`config.mk`:
```
export PLATFORM = sky130hd
export DESIGN_NAME = digit_scan_ctrl
export DESIGN_NICKNAME = d
export VERILOG_FILES = /design/src/rtl/scan_pkg.sv /design/src/rtl/digit_scan_ctrl_tick_gen.sv /design/src/rtl/digit_scan_ctrl.sv
export SDC_FILE = /design/constraint.sdc
export NUM_CORES = 1
export LEC_CHECK = 0
export ABC_AREA = 1
export CAP_MARGIN = 20
export CORE_AREA = 2 2 99 101
export CTS_BUF_LIST = sky130_fd_sc_hd__clkbuf_2
export DETAILED_ROUTE_END_ITERATION = 7
export DIE_AREA = 0 0 101 103
export HOLD_SLACK_MARGIN = 0.06
export SKIP_CTS_REPAIR_TIMING = 1
export SYNTH_ARGS = -nofsm -noshare
export SYNTH_HDL_FRONTEND = slang
export SYNTH_HIERARCHICAL = 1
export SYNTH_SLANG_ARGS = --single-unit
```
`constraint.sdc`:
```
create_clock -name clk -period 2.4 [get_ports clk]
set_clock_uncertainty 0.1 [all_clocks]
set_input_delay 0.48 -clock clk [delete_from_list [all_inputs] [get_ports clk]]
set_output_delay 0.48 -clock clk [all_outputs]
set_load 0.005 [all_outputs]
```
`src/rtl/scan_pkg.sv`:
```
// rtl/scan_pkg.sv - shared types and constants for the digit scan controller
//
// Purpose : FSM state type and nibble width used by digit_scan_ctrl.
// Ports   : none (package).
package scan_pkg;

  localparam int NIBBLE_W = 4;

  // GUARD keeps the segments dark at the start of a slot so the previous
  // digit's pattern never ghosts onto the newly selected anode.
  typedef enum logic {
    GUARD = 1'b0,
    SHOW  = 1'b1
  } scan_state_t;

endpackage

```
`src/rtl/digit_scan_ctrl_tick_gen.sv`:
```
// rtl/digit_scan_ctrl_tick_gen.sv - slot prescaler producing one tick per digit slot
//
// Purpose : counts 0..PRESCALE-1 while enabled and flags the last cycle of a slot.
// Ports   :
//   clk      in   system clock, rising edge
//   reset_n  in   asynchronous active-low reset
//   enable   in   1 = count, 0 = hold
//   tick     out  1 on the last cycle of each slot (only while enabled)
module tick_gen #(
  parameter int PRESCALE = 100000
) (
  input  logic clk,
  input  logic reset_n,
  input  logic enable,
  output logic tick
);

  localparam int CW = (PRESCALE > 1) ? $clog2(PRESCALE) : 1;

  logic [CW-1:0] count;

  // Decoded from the registered count so the pulse is glitch-free and
  // lines up with the cycle that closes the slot.
  assign tick = enable && (count == CW'(PRESCALE - 1));

  always_ff @(posedge clk or negedge reset_n) begin
    if (!reset_n) begin
      count <= '0;
    end else if (enable) begin
      count <= tick ? '0 : count + CW'(1);
    end
  end

endmodule

```
`src/rtl/digit_scan_ctrl.sv`:
```
// rtl/digit_scan_ctrl.sv - time-multiplexed scan controller for an N-digit 7-segment display
//
// Purpose : steps a digit index once per slot, presents that digit's nibble
//           from a per-frame shadow copy of data_in, and blanks the segments
//           during a guard interval at the start of every slot.
// Option  : define SCAN_LZ_BLANK_EN to also blank leading zero digits.
// Ports   :
//   clk         in   system clock, rising edge
//   reset_n     in   asynchronous active-low reset
//   enable      in   1 = scan, 0 = freeze and blank
//   data_in     in   digit nibbles, digit k = data_in[4k+3:4k]
//   digit_idx   out  current digit index (drives decoder_nbit)
//   digit_val   out  nibble of the current digit from the shadow register
//   blank       out  1 = segments must be off
//   digit_tick  out  one-cycle pulse on the last cycle of each slot
module digit_scan_ctrl
  import scan_pkg::*;
#(
  parameter int N_DIGITS  = 8,
  parameter int IDX_W     = $clog2(N_DIGITS),
  parameter int PRESCALE  = 100000,
  parameter int BLANK_CYC = 16
) (
  input  logic                         clk,
  input  logic                         reset_n,
  input  logic                         enable,
  input  logic [NIBBLE_W*N_DIGITS-1:0] data_in,
  output logic [IDX_W-1:0]             digit_idx,
  output logic [NIBBLE_W-1:0]          digit_val,
  output logic                         blank,
  output logic                         digit_tick
);

  localparam int GW = (PRESCALE > 1) ? $clog2(PRESCALE) : 1;

  logic                         tick;
  logic                         last_digit;
  logic                         lz_blank;
  logic [NIBBLE_W*N_DIGITS-1:0] shadow;
  logic [GW-1:0]                guard_cnt;
  scan_state_t                  state;

  tick_gen #(
    .PRESCALE (PRESCALE)
  ) u_tick_gen (
    .clk     (clk),
    .reset_n (reset_n),
    .enable  (enable),
    .tick    (tick)
  );

  assign digit_tick = tick;
  assign last_digit = (digit_idx == IDX_W'(N_DIGITS - 1));

  // Index wraps explicitly at N_DIGITS-1 so non-power-of-two digit counts
  // never present an index the anode decoder has no digit for.
  always_ff @(posedge clk or negedge reset_n) begin
    if (!reset_n) begin
      digit_idx <= '0;
      shadow    <= '0;
      state     <= GUARD;
      guard_cnt <= '0;
    end else if (enable) begin
      if (tick) begin
        digit_idx <= last_digit ? '0 : digit_idx + IDX_W'(1);
        // Whole-frame snapshot: every digit of the next frame comes from
        // this single sample, so mid-frame data changes never tear.
        if (last_digit) begin
          shadow <= data_in;
        end
        state     <= (BLANK_CYC == 0) ? SHOW : GUARD;
        guard_cnt <= '0;
      end else if (state == GUARD) begin
        if (BLANK_CYC == 0 || guard_cnt == GW'(BLANK_CYC - 1)) begin
          state <= SHOW;
        end
        guard_cnt <= guard_cnt + GW'(1);
      end
    end
  end

  always_comb begin
    digit_val = '0;
    for (int k = 0; k < N_DIGITS; k++) begin
      if (digit_idx == IDX_W'(k)) begin
        digit_val = shadow[k*NIBBLE_W +: NIBBLE_W];
      end
    end
  end

`ifdef SCAN_LZ_BLANK_EN
  // A digit is a leading zero when it and every more significant digit of
  // the shadow frame are zero; digit 0 always shows so "0" stays visible.
  logic upper_nz;

  always_comb begin
    upper_nz = 1'b0;
    for (int k = 0; k < N_DIGITS; k++) begin
      if ((IDX_W'(k) >= digit_idx) && (shadow[k*NIBBLE_W +: NIBBLE_W] != '0)) begin
        upper_nz = 1'b1;
      end
    end
    lz_blank = (digit_idx != '0) && !upper_nz;
  end
`else
  assign lz_blank = 1'b0;
`endif

  assign blank = !enable || (state == GUARD) || lz_blank;

endmodule

```
==> results.rst <==
.. list-table::
   :header-rows: 1

   * - Metric
     - Value
   * - Run status
     - finished with violations
   * - Violations in the final reports
     - setup timing
   * - Remaining routing DRC violations
     - 0
   * - TritonRoute pass-1 iters
     - 4
   * - Fin util
     - 54.0%
   * - Netlist area before placement
     - 0.00411 mm2
   * - Wire per inst
     - about 13 um
   * - Slew at the pin with the worst max-slew slack
     - 0.383 ns
   * - R2r endpoint
     - shadow[26]$_DFFE_PN0P_
   * - Met2 usage in global routing
     - 30.1%
   * - Register bit total from synthesis
     - 70
   * - Class of the worst hold path
     - in -> async
   * - Via total after detailed routing
     - approximately 3600
   * - Share of post-route cells with drive strength above 1
     - 20.3%
   * - Die Y
     - 103 um
   * - Net switching power figure
     - 0.710 mW
   * - Number of buffers inserted by port buffering
     - 43
   * - R2r worst-path depth
     - 7
   * - Clock tree from TritonCTS
     - yes
   * - Worst setup slack after layout
     - -0.296 ns
   * - Worst reg-to-reg setup slack
     - 0.30 ns
   * - Gate count after technology mapping
     - between 500 and 600
   * - Leakage power
     - between 2 and 3 nW
   * - CP Data Arrival Time
     - 2.12 ns
   * - Cell row count
     - 36
   * - Highest Clock Rate
     - 0.371 GHz
   * - Ant. Diodes
     - 0
   * - Power per unit of standard cell area
     - about 460 mW/mm2
   * - Sequential Power Share
     - 55.5%
   * - Area of the core
     - 0.00946 mm2
   * - Worst-case headroom to the max-slew limit
     - approximately three quarters
   * - Initial standard-cell utilization of the core
     - 43.5%
   * - Clock H-tree levels
     - 3
   * - Worst skew pair latency
     - between 0.5 and 0.6 ns
   * - Net count after synthesis
     - 569
   * - Number of antenna-violating nets in the routed design
     - 0
   * - Startpoint of the worst-slack reg-to-reg timing path
     - digit_idx[0]$_DFFE_PN0P_
   * - Number of warnings printed during yosys synthesis
     - 6
   * - Wire length of the first global-routing pass
     - between 15000 and 20000 um
   * - Number of failing hold endpoints at the final stage
     - 0
   * - Kind of critical path
     - reg -> out
   * - CTS Buffer Depth
     - 2
   * - Total negative slack for setup checks
     - -1.09 ns
   * - Final Wtd Congestion
     - between 0.8 and 0.9
   * - Ports
     - between 40 and 50
   * - Tmin final
     - 2.70 ns
   * - Period utilisation layout
     - 112%
   * - Sequential-to-total area share from yosys stat
     - 42.6%
   * - Setup repair after global routing missed its margin
     - true
   * - Maximum fanout along the worst path
     - 4
   * - Die Wd
     - 101 um
   * - Remaining global-route overflow
     - 0
   * - Area grow syn2layout
     - 24.2%
   * - Number of max-slew violations in the final report
     - 0
   * - Final Routed Wirelength
     - 9360 um
   * - Starting DRC count in detailed routing
     - between 80 and 90
   * - Switching Share
     - about 30%
   * - Initial antenna violation count
     - 0
   * - Filler instances
     - 924
   * - Relative contribution of combinational cells to total power
     - 14.8%
   * - HPWL Detailed
     - just under 7000 um
   * - Kind of end point of the critical path
     - output pin
   * - Largest net degree at the start of global routing
     - 42
   * - Relative contribution of the clock network to total power
     - 29.7%
   * - Cell-internal power
     - 1.63 mW
   * - Met1 track demand over resource
     - 25.7%
   * - Busiest layer in global routing
     - met2
   * - Number of sinks on the clock net
     - 70
   * - Grt met3 use
     - 3.80%
   * - Clock tree root driver cell
     - clkbuf_2
   * - Worst vdd rail ir drop
     - 316 uV
   * - Die footprint
     - 0.0104 mm2
   * - Worst setup SP type
     - flop
   * - Overall global routing resource usage
     - 18.8%
   * - Total of max-cap violations
     - 0
   * - Net count of the finished layout
     - between 600 and 700
   * - Average vias per placed instance
     - 4.94
   * - Number of distinct library cell variants in the gate-level netlist after synthesis
     - 30
   * - Via count of the first global-routing pass
     - 3364
   * - Data required time at the worst endpoint
     - 1.82 ns
   * - Clock edge transition at the registers on the reported setup and hold paths
     - 0.22 ns
   * - Mean area per synthesized cell
     - 7.82 um2
   * - Number of CTS-inserted buffers
     - 9
   * - Final setup violation count
     - 4
[state kept, by name (all words and copies together) (netlist names)]
name              cells
guard_cnt            17
digit_idx             3
u_tick_gen/count     17
state                 1
shadow               32
[power groups by stage]
stage | sequential, mW | combinational (mW) | clock, mW
final | 1.30 | 0.347 | 0.695
after global routing | 1.31 | 0.388 | 0.782
after floorplan | 1.30 | 0.172 | 0
after detailed placement | 1.32 | 0.293 | 0
after CTS | 1.30 | 0.295 | 0.730
after global placement | 1.32 | 0.287 | 0
[kinds of logic (layout without fill, tap and decap cells)]
family | count (synthesis) | after routing | synth area share [%]
AO/OA/AOI/OAI | 35 | 35 | 4.41
XOR/XNOR | 4 | 4 | 0.852
adder cells (fa/ha/maj) | 8 | 8 | 2.43
buffers and inverters | 90 | 174 | 9.22
flip-flops | 70 | 70 | 42.6
multiplexers | 24 | 24 | 8.76
AND/OR/NAND/NOR | 295 | 295 | 31.7
[per-stage QoR]
step / hold slack [ns] / setup WS, ns / instances / power, mW / instance area, um2
4_1_cts: -0.353 / -0.833 / 712 / 2.32 / 4930
3_3_place_gp: 0.273 / -0.137 / 696 / 1.61 / 4820
3_5_place_dp: 0.273 / -0.183 / 696 / 1.61 / 4820
6_report: 0.225 / -0.296 / 724 / 2.34 / 5110
2_1_floorplan: 0.0844 / 0.408 / 526 / 1.47 / 4110
5_1_grt: 0.186 / -0.520 / 724 / 2.48 / 5110
[routing by layer]
metal  wire, um  up-vias  part of all wire (%)
li1           -     1807                     -
met1       4510     1698                    48
met2       4430       58                    47
met3        318       10                   3.4
met4         97        0                   1.0
met5          0        -                     0
[cell usage after synthesis]
| master | count | share of area [%] |
|---|---|---|
| nand2_4 | 3 | 0.82 |
| buf_6 | 3 | 0.82 |
| nand2_2 | 5 | 0.76 |
| buf_2 | 5 | 0.61 |
| nand4_1 | 14 | 2.1 |
| nor3b_1 | 1 | 0.18 |
| nor3_2 | 2 | 0.49 |
| ha_1 | 8 | 2.4 |
| clkinv_4 | 1 | 0.21 |
| inv_1 | 77 | 7.0 |
| xor2_1 | 4 | 0.85 |
| nor4_1 | 1 | 0.15 |
| nor2_2 | 2 | 0.30 |
| nor2_1 | 75 | 6.8 |
| nor3_1 | 8 | 0.97 |
| buf_4 | 2 | 0.36 |
| and2_1 | 1 | 0.15 |
| a31oi_1 | 1 | 0.15 |
| and2_0 | 1 | 0.15 |
| dfrtp_1 | 70 | 43 |
| o21a_1 | 1 | 0.18 |
| inv_2 | 2 | 0.18 |
| nand2_1 | 136 | 12 |
| nor2_4 | 5 | 1.4 |
| o21ai_1 | 2 | 0.24 |
| a211oi_1 | 1 | 0.18 |
| nand3_1 | 41 | 5.0 |
| o21ai_0 | 11 | 1.3 |
| a21oi_1 | 19 | 2.3 |
| mux2_4 | 24 | 8.8 |
[critical path, stage by stage (launching register included)]
cell and delay, ns:
dfrtp_1 0.48, buf_6 0.13, ha_4 0.13, inv_2 0.04
nor2_4 0.11, buf_6 0.11, nand2_2 0.04, nand2_1 0.05
inv_1 0.03, nand2_1 0.05, nand2_1 0.07, nand2_1 0.07
nand2_1 0.05, nand2_1 0.05, nand2_1 0.06, buf_2 0.12
[cell type report]
type | count | area, um2 | share of cell area, %
Multi-Input combinational cell | 366 | 2070 | 40.5
Tap cell | 114 | 143 | 2.79
Timing Repair Buffer | 78 | 718 | 14.1
Inverter | 80 | 308 | 6.03
Clock inverter | 6 | 61.3 | 1.20
Sequential cell | 70 | 1760 | 34.4
Clock buffer | 10 | 50.0 | 0.980
[worst max-delay path by stage]
stage          slack (ns)  cells past startpoint                endpoint                startpoint
6_report            -0.30                     15            digit_val[1]  digit_idx[1]$_DFFE_PN0P_
5_1_grt             -0.52                     15            digit_val[1]  digit_idx[1]$_DFFE_PN0P_
4_1_cts             -0.83                     11            digit_val[1]  digit_idx[1]$_DFFE_PN0P_
3_5_place_dp        -0.18                     11            digit_val[1]  digit_idx[1]$_DFFE_PN0P_
3_3_place_gp        -0.14                      8              digit_tick                    enable
2_1_floorplan        0.41                     12  shadow[12]$_DFFE_PN0P_                    enable
[placed cells by master, fill, tap and decap left out, types with 12 or more instances in the layout]
| cell type | n |
|---|---|
| nand2_1 | 131 |
| inv_1 | 73 |
| nand3_1 | 40 |
| clkbuf_2 | 12 |
| clkdlybuf4s50_1 | 37 |
| mux2_4 | 24 |
| buf_4 | 29 |
| nand4_1 | 14 |
| dfrtp_1 | 65 |
| a21oi_1 | 19 |
| nor2_1 | 71 |
Note: power is estimated with default switching activity, not from simulation.
==> patch: new RTL, same flow settings <==
`PRESCALE` is set to 100000 in 2 places; all go to 200000.
--- a/src/rtl/digit_scan_ctrl_tick_gen.sv
+++ b/src/rtl/digit_scan_ctrl_tick_gen.sv
@@ -9,3 +9,3 @@
 module tick_gen #(
-  parameter int PRESCALE = 100000
+  parameter int PRESCALE = 200000
 ) (
--- a/src/rtl/digit_scan_ctrl.sv
+++ b/src/rtl/digit_scan_ctrl.sv
@@ -20,3 +20,3 @@
   parameter int IDX_W     = $clog2(N_DIGITS),
-  parameter int PRESCALE  = 100000,
+  parameter int PRESCALE  = 200000,
   parameter int BLANK_CYC = 16
Check against the original RTL: same outputs for any inputs over 10 cycles, from zero or initial values and one cycle with reset_n low; that may be too few to reach the edited logic, so the function may still have changed.
==> patch against the original RTL <==
- the flow still finishes with violations (setup timing)
- setup slack got worse by 0.025 ns
- highest routed layer unchanged
- total power increased by 4.6%
- non-clock buffer count increased by 12
- maximum frequency decreased by 0.91%
- sequential cell count increased by 2
- routed wire length decreased by 1.2%
- synthesized area increased by 2.6%
- core utilization increased by 1.9 points
- design area increased by 3.6%
- count of clock-buffer cells in the layout decreased by 1
- via count decreased by 2.8%
- final cell count decreased by 2.9%
==> patch: results <==
{
  "synthTopCellsByCount": "108 x nand2_1, 72 x dfrtp_1, 58 x nor2_1, 57 x inv_1, 36 x nand3_1",
  "reg2reg_slack_ns": 0.19,
  "status": "finished with violations",
  "synth_cells": 493,
  "setup_tns_ns": -1.18,
  "vias": 3472,
  "ir_worst_vdd_v": 0.000252,
  "pre_cts_slack_ns": -0.162,
  "grt_util_all_layers": 0.188,
  "reg_top3": "shadow x32, guard_cnt x18, u_tick_gen/count x18",
  "ys_seq_area_frac": 0.427,
  "fin_ws_ns": -0.321,
  "drt_first_iter_violations": 161,
  "wire_per_inst_um": 13.1,
  "reg2regPathDepth": 13,
  "synth_nets": 536,
  "max_stage_delay_ns": 0.47,
  "setup_viol": 4,
  "drive_gt1_frac": 0.265,
  "routed_wl_um": 9240,
  "relSlewSlack": 0.721,
  "r2r_end": "shadow[3]",
  "grt_pass1_wl_um": 15400,
  "r2r_start": "u_tick_gen/count[0]",
  "place_inst": 676,
  "dpl_cell_area_um2": 5000,
  "hpwl_um": 6770,
  "first_global_vias": 3274,
  "synthTopCellsByArea": "dfrtp_1 43%, mux2_4 10%, nand2_1 9.6%",
  "ctsRootBufferMaster": "clkbuf_2",
  "power.leakage_nw": 2.76,
  "fillers": 847,
  "hold_slack_ns": 0.296,
  "violations": "setup timing",
  "path_max_fanout": 6,
  "synth.distinct_cells": 41
}
[patch: cell count changes after synthesis, moves of 3 or more]
cell	change
nand2_2	+4
nand2_1	-28
a21oi_1	-9
mux2_4	+4
inv_1	-20
buf_2	-5
o21ai_1	+6
nor2_1	-17
nand3_1	-5
nor2_2	+5
mux2_1	+3
inv_2	+4
[patch: layout make-up]
class	instances	area [µm²]	area share
clock inverters	6	61.3	0.0116
flip-flops and latches	72	1800	0.341
multi-input cells	346	2180	0.412
repair buffers	90	802	0.152
inverters	66	258	0.0487
well taps	114	143	0.0270
clock buffers	9	45.0	0.00851
[patch: cells by family (layout without fill, tap and decap cells)]
family / count (synthesis) / count (layout) / synth area share
buffers and inverters: 75 / 171 / 0.0779
adder cells (fa/ha/maj): 8 / 8 / 0.0237
multiplexers: 31 / 31 / 0.108
flip-flops: 72 / 72 / 0.427
AND/OR/NAND/NOR: 267 / 267 / 0.309
AO/OA/AOI/OAI: 37 / 37 / 0.0483
XOR/XNOR: 3 / 3 / 0.00623
[patch: worst reg2reg max path, stage by stage, from the launching register on]
cell      delay [ns]
dfrtp_1         0.42
ha_2            0.21
nand2_2         0.07
nor2_4          0.13
nand2_2         0.08
inv_2           0.09
nand3_4         0.09
inv_2           0.07
buf_4           0.13
nand2_1         0.08
clkinv_2        0.08
nand2_4         0.08
buf_12          0.17
mux2_1          0.31
[patch: per-layer routing]
layer,track usage,vias to the layer above,wire (µm)
li1,-,1778,-
met3,0.0319,11,249
met2,0.288,58,4360
met1,0.271,1625,4540
met5,0,-,0
met4,0.0624,0,94
[patch: worst max-delay path by stage]
stage                                   start  cells after the start  slack (ns)           end
final                            digit_idx[0]                     11       -0.32  digit_val[1]
after CTS                        digit_idx[0]                     15       -0.71  digit_val[0]
after detailed placement               enable                     11       -0.16  guard_cnt[2]
after global placement                 enable                     11       -0.11  guard_cnt[2]
after floorplan           u_tick_gen/count[0]                     12        0.30    shadow[10]
after global routing             digit_idx[1]                     13       -0.49  digit_val[2]
[patch: power by group]
group | internal, mW | leakage, nW | switching (mW) | total, mW
registers | 1.29 | 0.878 | 0.0758 | 1.37
logic | 0.166 | 1.83 | 0.251 | 0.417
clock network | 0.228 | 0.0574 | 0.441 | 0.670
